<file path="config.mk">
export PLATFORM = sky130hd
export DESIGN_NAME = leaf_stream_packetizer
export DESIGN_NICKNAME = d
export VERILOG_FILES = /design/src/rtl/leaf_pkg.sv /design/src/rtl/leaf_credit_counter.sv /design/src/rtl/leaf_stream_packetizer.sv
export SDC_FILE = /design/constraint.sdc
export NUM_CORES = 1
export LEC_CHECK = 0
export BUFFER_PORTS_ARGS = -buffer_cell sky130_fd_sc_hd__buf_2
export CAP_MARGIN = 20
export CORE_ASPECT_RATIO = 1.5
export CORE_MARGIN = 2
export CORE_UTILIZATION = 45
export DETAILED_ROUTE_END_ITERATION = 10
export PLACE_DENSITY = 0.75
export SLEW_MARGIN = 20
export SYNTH_ARGS = -nofsm -noshare
export SYNTH_HDL_FRONTEND = slang
export SYNTH_HIERARCHICAL = 1
export SYNTH_SLANG_ARGS = --single-unit
</file>
<file path="constraint.sdc">
create_clock -name clk -period 3.5 [get_ports clk]
set_input_delay 0.525 -clock clk [delete_from_list [all_inputs] [get_ports clk]]
set_output_delay 0.525 -clock clk [all_outputs]
set_load 0.02 [all_outputs]
</file>
<file path="src/rtl/leaf_pkg.sv">
// Shared definitions for the leaf stream packetizer: FSM encoding,
// packet field layout helpers and the initial credit constant.
package leaf_pkg;

  // Packetizer control states.
  typedef enum logic [1:0] {
    IDLE        = 2'd0,
    SEND        = 2'd1,
    CREDIT_WAIT = 2'd2
  } pkt_state_e;

  // Receiver starts empty, so every buffer slot is an available credit.
  function automatic int init_credits(input int addr_bits);
    return 1 << addr_bits;
  endfunction

  // Packet layout, LSB first: payload, addr, dest_port, dest_leaf, valid.
  function automatic int addr_lsb(input int payload_bits);
    return payload_bits;
  endfunction

  function automatic int port_lsb(input int payload_bits, input int addr_bits);
    return payload_bits + addr_bits;
  endfunction

  function automatic int leaf_lsb(input int payload_bits, input int addr_bits,
                                  input int port_bits);
    return payload_bits + addr_bits + port_bits;
  endfunction

  function automatic int valid_pos(input int payload_bits, input int addr_bits,
                                   input int port_bits, input int leaf_bits);
    return payload_bits + addr_bits + port_bits + leaf_bits;
  endfunction

endpackage

</file>
<file path="src/rtl/leaf_credit_counter.sv">
// Receiver credit counter: one credit consumed per accepted word, a block of
// credits returned per update pulse, saturating at the receiver depth.
module leaf_credit_counter
  import leaf_pkg::*;
#(
  parameter int CNT_BITS    = 8,
  parameter int MAX_CREDITS = 128,
  parameter int UPDATE_SIZE = 64
) (
  input  logic                clk,
  input  logic                reset,
  input  logic                consume,
  input  logic                update,
  output logic [CNT_BITS-1:0] credits,
  output logic                zero,
  output logic                overflow
);

  localparam int SUM_BITS = CNT_BITS + 2;

  logic [CNT_BITS-1:0] credits_q, credits_d;
  logic [SUM_BITS-1:0] sum;

  // Net change of consume and update in one step; clamp at the receiver depth.
  always_comb begin
    sum       = SUM_BITS'(credits_q)
              + (update  ? SUM_BITS'(UPDATE_SIZE) : SUM_BITS'(0))
              - (consume ? SUM_BITS'(1)           : SUM_BITS'(0));
    overflow  = (sum > SUM_BITS'(MAX_CREDITS));
    credits_d = overflow ? CNT_BITS'(MAX_CREDITS) : sum[CNT_BITS-1:0];
    credits   = credits_q;
    zero      = (credits_q == '0);
  end

  // Credit register.
  always_ff @(posedge clk) begin
    if (reset) credits_q <= CNT_BITS'(MAX_CREDITS);
    else       credits_q <= credits_d;
  end

endmodule

</file>
<file path="src/rtl/leaf_stream_packetizer.sv">
// Wraps user payload words into BFT packets with a static route and a
// rolling receiver address, throttled by receiver credits.
// Optional feature: define LEAF_PKT_STATS_EN to add a 32-bit pkt_count
// output counting packets acknowledged downstream.
module leaf_stream_packetizer
  import leaf_pkg::*;
#(
  parameter int PACKET_BITS           = 49,
  parameter int PAYLOAD_BITS          = 32,
  parameter int NUM_LEAF_BITS         = 5,
  parameter int NUM_PORT_BITS         = 4,
  parameter int NUM_ADDR_BITS         = 7,
  parameter int FREESPACE_UPDATE_SIZE = 64
) (
  input  logic                     clk,
  input  logic                     reset,
  input  logic [PAYLOAD_BITS-1:0]  din_leaf_user2interface,
  input  logic                     vld_user2interface,
  output logic                     ack_interface2user,
  input  logic [NUM_LEAF_BITS-1:0] dest_leaf,
  input  logic [NUM_PORT_BITS-1:0] dest_port,
  input  logic                     credit_update,
  output logic [PACKET_BITS-1:0]   pkt_out,
  output logic                     pkt_out_vld,
  input  logic                     pkt_out_ack,
  output logic                     credit_err
`ifdef LEAF_PKT_STATS_EN
  ,
  output logic [31:0]              pkt_count
`endif
);

  localparam int CNT_BITS    = NUM_ADDR_BITS + 1;
  localparam int MAX_CREDITS = init_credits(NUM_ADDR_BITS);
  localparam int ADDR_LSB    = addr_lsb(PAYLOAD_BITS);
  localparam int PORT_LSB    = port_lsb(PAYLOAD_BITS, NUM_ADDR_BITS);
  localparam int LEAF_LSB    = leaf_lsb(PAYLOAD_BITS, NUM_ADDR_BITS, NUM_PORT_BITS);
  localparam int VALID_POS   = valid_pos(PAYLOAD_BITS, NUM_ADDR_BITS, NUM_PORT_BITS,
                                         NUM_LEAF_BITS);

  pkt_state_e                state_q, state_d;
  logic [PACKET_BITS-1:0]    pkt_out_q, pkt_out_d;
  logic                      pkt_out_vld_q, pkt_out_vld_d;
  logic [NUM_ADDR_BITS-1:0]  addr_q, addr_d;
  logic                      credit_err_q, credit_err_d;
  logic                      accept;
  logic                      last_credit;
  logic [CNT_BITS-1:0]       credits;
  logic                      credits_zero;
  logic                      credits_overflow;

  leaf_credit_counter #(
    .CNT_BITS    (CNT_BITS),
    .MAX_CREDITS (MAX_CREDITS),
    .UPDATE_SIZE (FREESPACE_UPDATE_SIZE)
  ) u_credit (
    .clk      (clk),
    .reset    (reset),
    .consume  (accept),
    .update   (credit_update),
    .credits  (credits),
    .zero     (credits_zero),
    .overflow (credits_overflow)
  );

  // Accept when a credit is free and the output slot is empty or draining now.
  always_comb begin
    accept = vld_user2interface && (state_q != CREDIT_WAIT) && !credits_zero
          && (!pkt_out_vld_q || pkt_out_ack) && !reset;
    last_credit = accept && (credits == CNT_BITS'(1)) && !credit_update;
    ack_interface2user = accept;
  end

  // Next-state logic: stall in CREDIT_WAIT once the last credit is spent.
  always_comb begin
    state_d = state_q;
    case (state_q)
      IDLE: begin
        if (accept) state_d = last_credit ? CREDIT_WAIT : SEND;
      end
      SEND: begin
        if (last_credit)                                 state_d = CREDIT_WAIT;
        else if (!pkt_out_vld_q && !vld_user2interface)  state_d = IDLE;
      end
      CREDIT_WAIT: begin
        if (credit_update) state_d = SEND;
      end
      default: state_d = IDLE;
    endcase
  end

  // Output packet register, address sequencing and sticky overflow flag.
  always_comb begin
    pkt_out_d     = pkt_out_q;
    pkt_out_vld_d = pkt_out_vld_q;
    addr_d        = addr_q;
    credit_err_d  = credit_err_q || credits_overflow;
    if (accept) begin
      pkt_out_d                                = '0;
      pkt_out_d[VALID_POS]                     = 1'b1;
      pkt_out_d[LEAF_LSB +: NUM_LEAF_BITS]     = dest_leaf;
      pkt_out_d[PORT_LSB +: NUM_PORT_BITS]     = dest_port;
      pkt_out_d[ADDR_LSB +: NUM_ADDR_BITS]     = addr_q;
      pkt_out_d[0 +: PAYLOAD_BITS]             = din_leaf_user2interface;
      pkt_out_vld_d                            = 1'b1;
      addr_d                                   = addr_q + 1'b1;
    end else if (pkt_out_ack) begin
      pkt_out_vld_d = 1'b0;
    end
  end

  // State and datapath registers; reset drops any held packet.
  always_ff @(posedge clk) begin
    if (reset) begin
      state_q       <= IDLE;
      pkt_out_q     <= '0;
      pkt_out_vld_q <= 1'b0;
      addr_q        <= '0;
      credit_err_q  <= 1'b0;
    end else begin
      state_q       <= state_d;
      pkt_out_q     <= pkt_out_d;
      pkt_out_vld_q <= pkt_out_vld_d;
      addr_q        <= addr_d;
      credit_err_q  <= credit_err_d;
    end
  end

  assign pkt_out     = pkt_out_q;
  assign pkt_out_vld = pkt_out_vld_q;
  assign credit_err  = credit_err_q;

`ifdef LEAF_PKT_STATS_EN
  logic [31:0] pkt_count_q, pkt_count_d;

  // Count packets taken by the downstream side; free-running wrap.
  always_comb begin
    pkt_count_d = pkt_count_q + ((pkt_out_vld_q && pkt_out_ack) ? 32'd1 : 32'd0);
  end

  // Packet counter register.
  always_ff @(posedge clk) begin
    if (reset) pkt_count_q <= '0;
    else       pkt_count_q <= pkt_count_d;
  end

  assign pkt_count = pkt_count_q;
`endif

endmodule

</file>
# Word-level counts from Yosys, hierarchy flattened
# Index checks and enable logic that the tools add are counted.
totals:
  regBits: 68
  latchBits: 0
  ram_bits: 0
  mem_bits_ro: 0
  in_bits: 46
  output_inout_bits: 52
  word_cells: 46
  memories: 0
classes:
  n_addsub: 3
  mul: 0
  n_div: 0
  magnitude_cmp: 1
  eq_ne: 7
  shifts: 0
  n_mux: 10
  bitwise: 0
  n_reduce_logical: 19
op_table:
  columns: ["operator", "count"]
  rows:
  - ["$add 8x10->10", 1]
  - ["$gt 10x8->1 const B", 1]
  - ["$mux 2", 5]
  - ["$sub 10x10->10", 1]
  - ["$eq 8x1->1 const B", 1]
  - ["$logic_not 8->1", 1]
  - ["$add 7x1->7 const B", 1]
  - ["$logic_and 1x1->1", 7]
  - ["$mux 7", 1]
  - ["$pmux 2 s3", 1]
  - ["$logic_not 1->1", 5]
  - ["$ne 2x2->1 const B", 2]
  - ["$mux 1", 3]
  - ["$ne 3x3->1 const B", 1]
  - ["$reduce_and 3->1", 1]
  - ["$eq 2x1->1 const B", 1]
  - ["$eq 2x2->1 const B", 1]
  - ["$logic_not 2->1", 1]
  - ["$logic_or 1x1->1", 2]
  - ["$ne 2x1->1 const B", 1]
  - ["$reduce_bool 2->1", 1]
  - ["$reduce_or 2->1", 1]

# Logic depth before layout (Yosys ltp)
logic_depth:
  ltp_word: 10
  ltp_mapped: 21
  ltp_nobuf: 19

# Modules after synthesis
# The synthesis kept the hierarchy.
modules_own_cells:
  columns: ["mod", "instances", "cells_each", "area_each_um2", "seq_area_each_um2"]
  rows:
  - ["leaf_stream_packetizer", 1, 269, 2173.3, 1201.2]
  - ["leaf_credit_counter", 1, 88, 778.2, 160.2]

# Worst setup path before layout
# OpenSTA, ideal clock, no wires.
synth_timing:
  kind: "register to register"
  from: "register u_credit.credits_q[4], in the netlist u_credit/credits[4]"
  to: "register credit_err_q, in the netlist credit_err"
  setup_ps: 128
  arrival_time_ps: 3517
  required_time_ps: 3372
  path_slack_ps: -145
  stages_incl_launch_ff: 21
  n_path_buf: 1
  period_less_slack_ps: 3645
  path_cell_list: "dfxtp_1 -> inv_1 -> ha_1 -> nor4b_1 -> and3_1 -> nor2b_4 -> nand4b_4 -> inv_2 -> buf_2 -> ha_1 -> inv_1 -> ha_1 -> inv_1 -> fa_1 -> or3b_4 -> and3b_1 -> nor3_2 -> a311oi_2 -> or3_1 -> nor2_1 -> nor2_1"
synth_between:
  elab_chain_cells: 9
  elab_cells_between_ends: 10
  cone_classes: "2 x add/sub; 1 x order compare; 1 x mux; 6 x reduce/logical"
synth_lines:
  columns: ["element", "line", "source"]
  rows:
  - ["start: declaration", "leaf_credit_counter.sv:21", "logic [CNT_BITS-1:0] credits_q, credits_d;"]
  - ["start signal: assignment", "leaf_credit_counter.sv:37", "if (reset) credits_q <= CNT_BITS'(MAX_CREDITS);"]
  - ["start signal: assignment", "leaf_credit_counter.sv:38", "else credits_q <= credits_d;"]
  - ["$logic_not 8->1", "leaf_credit_counter.sv:32", "zero = (credits_q == '0);"]
  - ["named net credits_zero", "leaf_stream_packetizer.sv:49", "logic credits_zero;"]
  - ["$logic_not 1->1", "leaf_stream_packetizer.sv:68", "accept = vld_user2interface && (state_q != CREDIT_WAIT) && !credits_zero"]
  - ["$logic_and 1x1->1", "leaf_stream_packetizer.sv:68", null]
  - ["$logic_and 1x1->1 (2 in series)", "leaf_stream_packetizer.sv:69", "&& (!pkt_out_vld_q || pkt_out_ack) && !reset;"]
  - ["named net ack_interface2user", "leaf_stream_packetizer.sv:19", "output logic ack_interface2user,"]
  - ["$mux 1", "leaf_credit_counter.sv:28", "- (consume ? SUM_BITS'(1) : SUM_BITS'(0));"]
  - ["$sub 10x10->10", "leaf_credit_counter.sv:28", null]
  - ["$gt 10x8->1", "leaf_credit_counter.sv:29", "overflow = (sum > SUM_BITS'(MAX_CREDITS));"]
  - ["named net credits_overflow", "leaf_stream_packetizer.sv:50", "logic credits_overflow;"]
  - ["$logic_or 1x1->1", "leaf_stream_packetizer.sv:97", "credit_err_d = credit_err_q || credits_overflow;"]
  - ["end signal: assignment", "leaf_stream_packetizer.sv:125", "credit_err_q <= credit_err_d;"]
  - ["end: declaration", "leaf_stream_packetizer.sv:45", "logic credit_err_q, credit_err_d;"]
# The timed path passes the listed nets, and every way through them passes these cells.
# A chain may end at the register's enable or synchronous reset.

# Final worst setup path
layout_timing:
  from: "register u_credit.credits_q[4], in the netlist u_credit/credits[4]"
  to: "register credit_err_q, in the netlist credit_err"
layout_between:
  elab_chain_cells: 9
  elab_cells_between_ends: 10
  cone_classes: "2 x add/sub; 1 x order compare; 1 x mux; 6 x reduce/logical"
layout_lines:
  columns: ["element", "line"]
  rows:
  - ["$logic_not 8->1", "leaf_credit_counter.sv:32"]
  - ["named net credits_zero", "leaf_stream_packetizer.sv:49"]
  - ["$logic_not 1->1", "leaf_stream_packetizer.sv:68"]
  - ["$logic_and 1x1->1", "leaf_stream_packetizer.sv:68"]
  - ["$logic_and 1x1->1 (2 in series)", "leaf_stream_packetizer.sv:69"]
  - ["$mux 1", "leaf_credit_counter.sv:28"]
  - ["$sub 10x10->10", "leaf_credit_counter.sv:28"]
  - ["$gt 10x8->1", "leaf_credit_counter.sv:29"]
  - ["named net credits_overflow", "leaf_stream_packetizer.sv:50"]
  - ["$logic_or 1x1->1", "leaf_stream_packetizer.sv:97"]
# The timed path passes the listed nets, and every way through them passes these cells.

==> results.yml <==
synthesis:
  synth_cell_types: 48
  synthCells: 357
  ys_ff_latch: 68
  yosys_warnings: 6
  netlist.top_cell.by_area: "dfxtp_1"
  yosysTopAreaCellShare_pct: 46.12
  ys_top_cells_by_area: "dfxtp_1, nand2_1, a21oi_1"
  syn_nets: 418
  synth-edff-count: 0
  syn_area_um2: 2952
  async_flop_share_pct: 0
  yosysSeqAreaShare_pct: 46.12
  yosys_most_used_dff: "dfxtp_1"
  avgSynthCellArea_um2: 8.268
worst_setup_path:
  crit_chain: "inv_2 -> ha_4 -> nor4b_4 -> and3_4 -> nor2b_4 -> nand4b_4 -> inv_4 -> ha_4 -> inv_2 -> ha_4 -> inv_2 -> fa_2 -> or3b_4 -> and3b_2 -> nor3_2 -> a311oi_2 -> or3_1 -> nor2_1 -> nor2_1"
  reg2reg_to: "credit_err"
  critPathRequiredTime_ns: 3.70
  path_class: "reg2reg"
  r2r_slack_ns: 0.03
  slowest_delay_ns: 0.41
  path_max_fanout: 3
  worstSetupStartpointType: "flop"
  crit_end: "credit_err"
  r2r-start: "u_credit/credits[4]"
  crit_arrival_ns: 3.67
  critical_path.startpoint: "u_credit/credits[4]"
  slowest_stage: "or3b_4"
  end_kind: "flop"
  rr_worst_depth: 19
global_route:
  antenna_found_initial: 0
  grt_max_degree: 62
  grt_pass1_vias: 2504
  overflow: 0
  grt_first_pass_wirelength_um: 11340
  grt_usage_pct: 19.96
power_and_ir_drop:
  p_switching_uw: 1263
  p_int_uw: 1841
  seqPwrFrac_pct: 30.4
  clkPwrFrac_pct: 17.7
  p_comb_share_pct: 51.9
  ir_worst_vdd_mv: 0.8548
  p_sw_share_pct: 40.68
  p_per_area_nw_per_um2: 827.0
  leakage_uw: 0.001643
cts:
  cts_tree: "yes"
  h-tree-depth: 3
  cts_buffers: 9
  clkSinkCount: 68
  clock_latency_ns: 0.34
  path_clk_slew_ns: 0.07
  clock_path_buffers: 2
  root_buffer: "clkbuf_8"
placement:
  pre_cts_ws_ns: 0.04468
  port_buffers: 97
  hpwl_um: 5041
  gp_congestion: 0.8538
layout:
  drive_gt1_share_pct: 31.15
  area_delta_synth_final_pct: 27.17
  layout_commonest_cell: "nand2_1"
  layout_common_cells: "nand2_1, buf_2, dfxtp_1, a21oi_1"
  n_fill_cell: 605
  layout.nets: 515
  antenna_cells: 0
floorplan:
  start_util_pct: 45.82
  die_h_um: 103.2
  core_um2: 6441
  die_w_um: 70.13
  dieArea_um2: 7236
  num_rows: 36
  design.portCount: 98
sta:
  slew_headroom_pct: 58.87
  setup_violations: 0
  finalHoldViolations: 0
  fmax_mhz: 288.2
  whs_ns: 0.4166
  slew_viol_final: 0
  clock_skew_ns: 0.009457
  setup_ws_ns: 0.03052
  min_period_ns: 3.469
  period_share_pct: 99.13
  tightest_slew_ns: 0.6170
  rsz0062_at_grt: "true"
run_status:
  status: "finished, final reports clean"
drt:
  first_pass_iters: 4
  drc_errors: 0
  wl_um: 7247
  avgRoutedWirePerCell_um: 13.55
  vias: 2810
  antenna_left: 0
  first_iter_violations: 248
  viasPerCell: 5.252
min_path:
  min_path_type: "in2reg"
job:
  max_cap_viol_count: 0
## kinds of logic after synthesis
| logic type | count (synthesis) | share of synthesized area, % |
|---|---|---|
| buffers and inverters | 36 | 5.172 |
| adder cells (fa/ha/maj) | 15 | 6.613 |
| XOR/XNOR | 2 | 0.5936 |
| flip-flops | 68 | 46.12 |
| AO/OA/AOI/OAI | 83 | 16.62 |
| AND/OR/NAND/NOR | 153 | 24.88 |
## repair_timing
action                                  CTS  global route
resized for setup                         0             8
endpoints found under the setup margin    0             2
hold buffers                              0             0
buffers inserted                          0             4
## metal layers
metal	up-vias	track usage [%]	share of wire (%)
met5	-	0	0
met4	0	15.98	3.8
met3	25	2.810	3.7
met2	79	34.87	54
met1	1304	21.74	39
li1	1402	-	-
## stage by stage
step	TNS, ns	power [µW]	area, µm²	utilization, %	std cells
2_1_floorplan	0	2022	3000	-	357
3_3_place_gp	0	2282	3512	54.53	515
3_5_place_dp	0	2333	3512	54.53	515
4_1_cts	0	2892	3675	57.05	531
5_1_grt	-0.2071	3308	3754	58.28	535
6_report	0	3104	3754	58.28	535
## power groups by stage
stage / combinational [µW] / sequential (µW) / clock, µW
finish: 1610 / 943 / 550
global route: 1750 / 954 / 598
CTS: 1380 / 940 / 569
detailed placement: 1380 / 958 / 0
global placement: 1330 / 954 / 0
floorplan: 1010 / 1010 / 0
## cell usage after synthesis, drive strengths merged, types with 3 or more instances
master  number
ha          14
a21oi       59
dfxtp       68
nor4b        3
nor4         7
buf          9
nor2        11
inv         17
or4          3
o21ai        6
clkbuf      10
nand2      101
or3          4
nand2b       4
o31ai        5
nand3        3
## critical path, delay by kind of cell (launching register included)
family	cells	cell delay (ns)
compound gates	1	0.14
fa+ha+maj	4	0.73
buf+inv	4	0.21
flops	1	0.33
simple gates	10	1.94
## worst min path at each step
stage                                     start           to  slack, ns  cells after the start
floorplan                             addr_q[6]  pkt_out[38]       0.44                      2
global placement                    pkt_out[31]  pkt_out[31]       0.44                      2
detailed placement                  pkt_out[29]  pkt_out[29]       0.44                      2
CTS                 din_leaf_user2interface[30]  pkt_out[30]       0.40                      3
global route        din_leaf_user2interface[25]  pkt_out[25]       0.41                      3
finish              din_leaf_user2interface[30]  pkt_out[30]       0.42                      3
## cell type report
cell class              instances  area (µm²)  share of cell area (%)
repair buffers                105       545.5                   14.53
flip-flops and latches         68        1364                   36.33
clock inverters                 2       10.01                  0.2667
clock buffers                  14       152.6                   4.067
multi-input cells             253        1520                   40.50
well taps                      76       95.09                   2.533
inverters                      17       66.31                   1.767
## flip-flops by register name, summed over array words and instances (netlist names)
register          flops
pkt_out              49
addr_q                7
credit_err            1
u_credit/credits      8
pkt_out_vld           1
state_q               2
No activity file was read; power rests on OpenSTA's default activity.
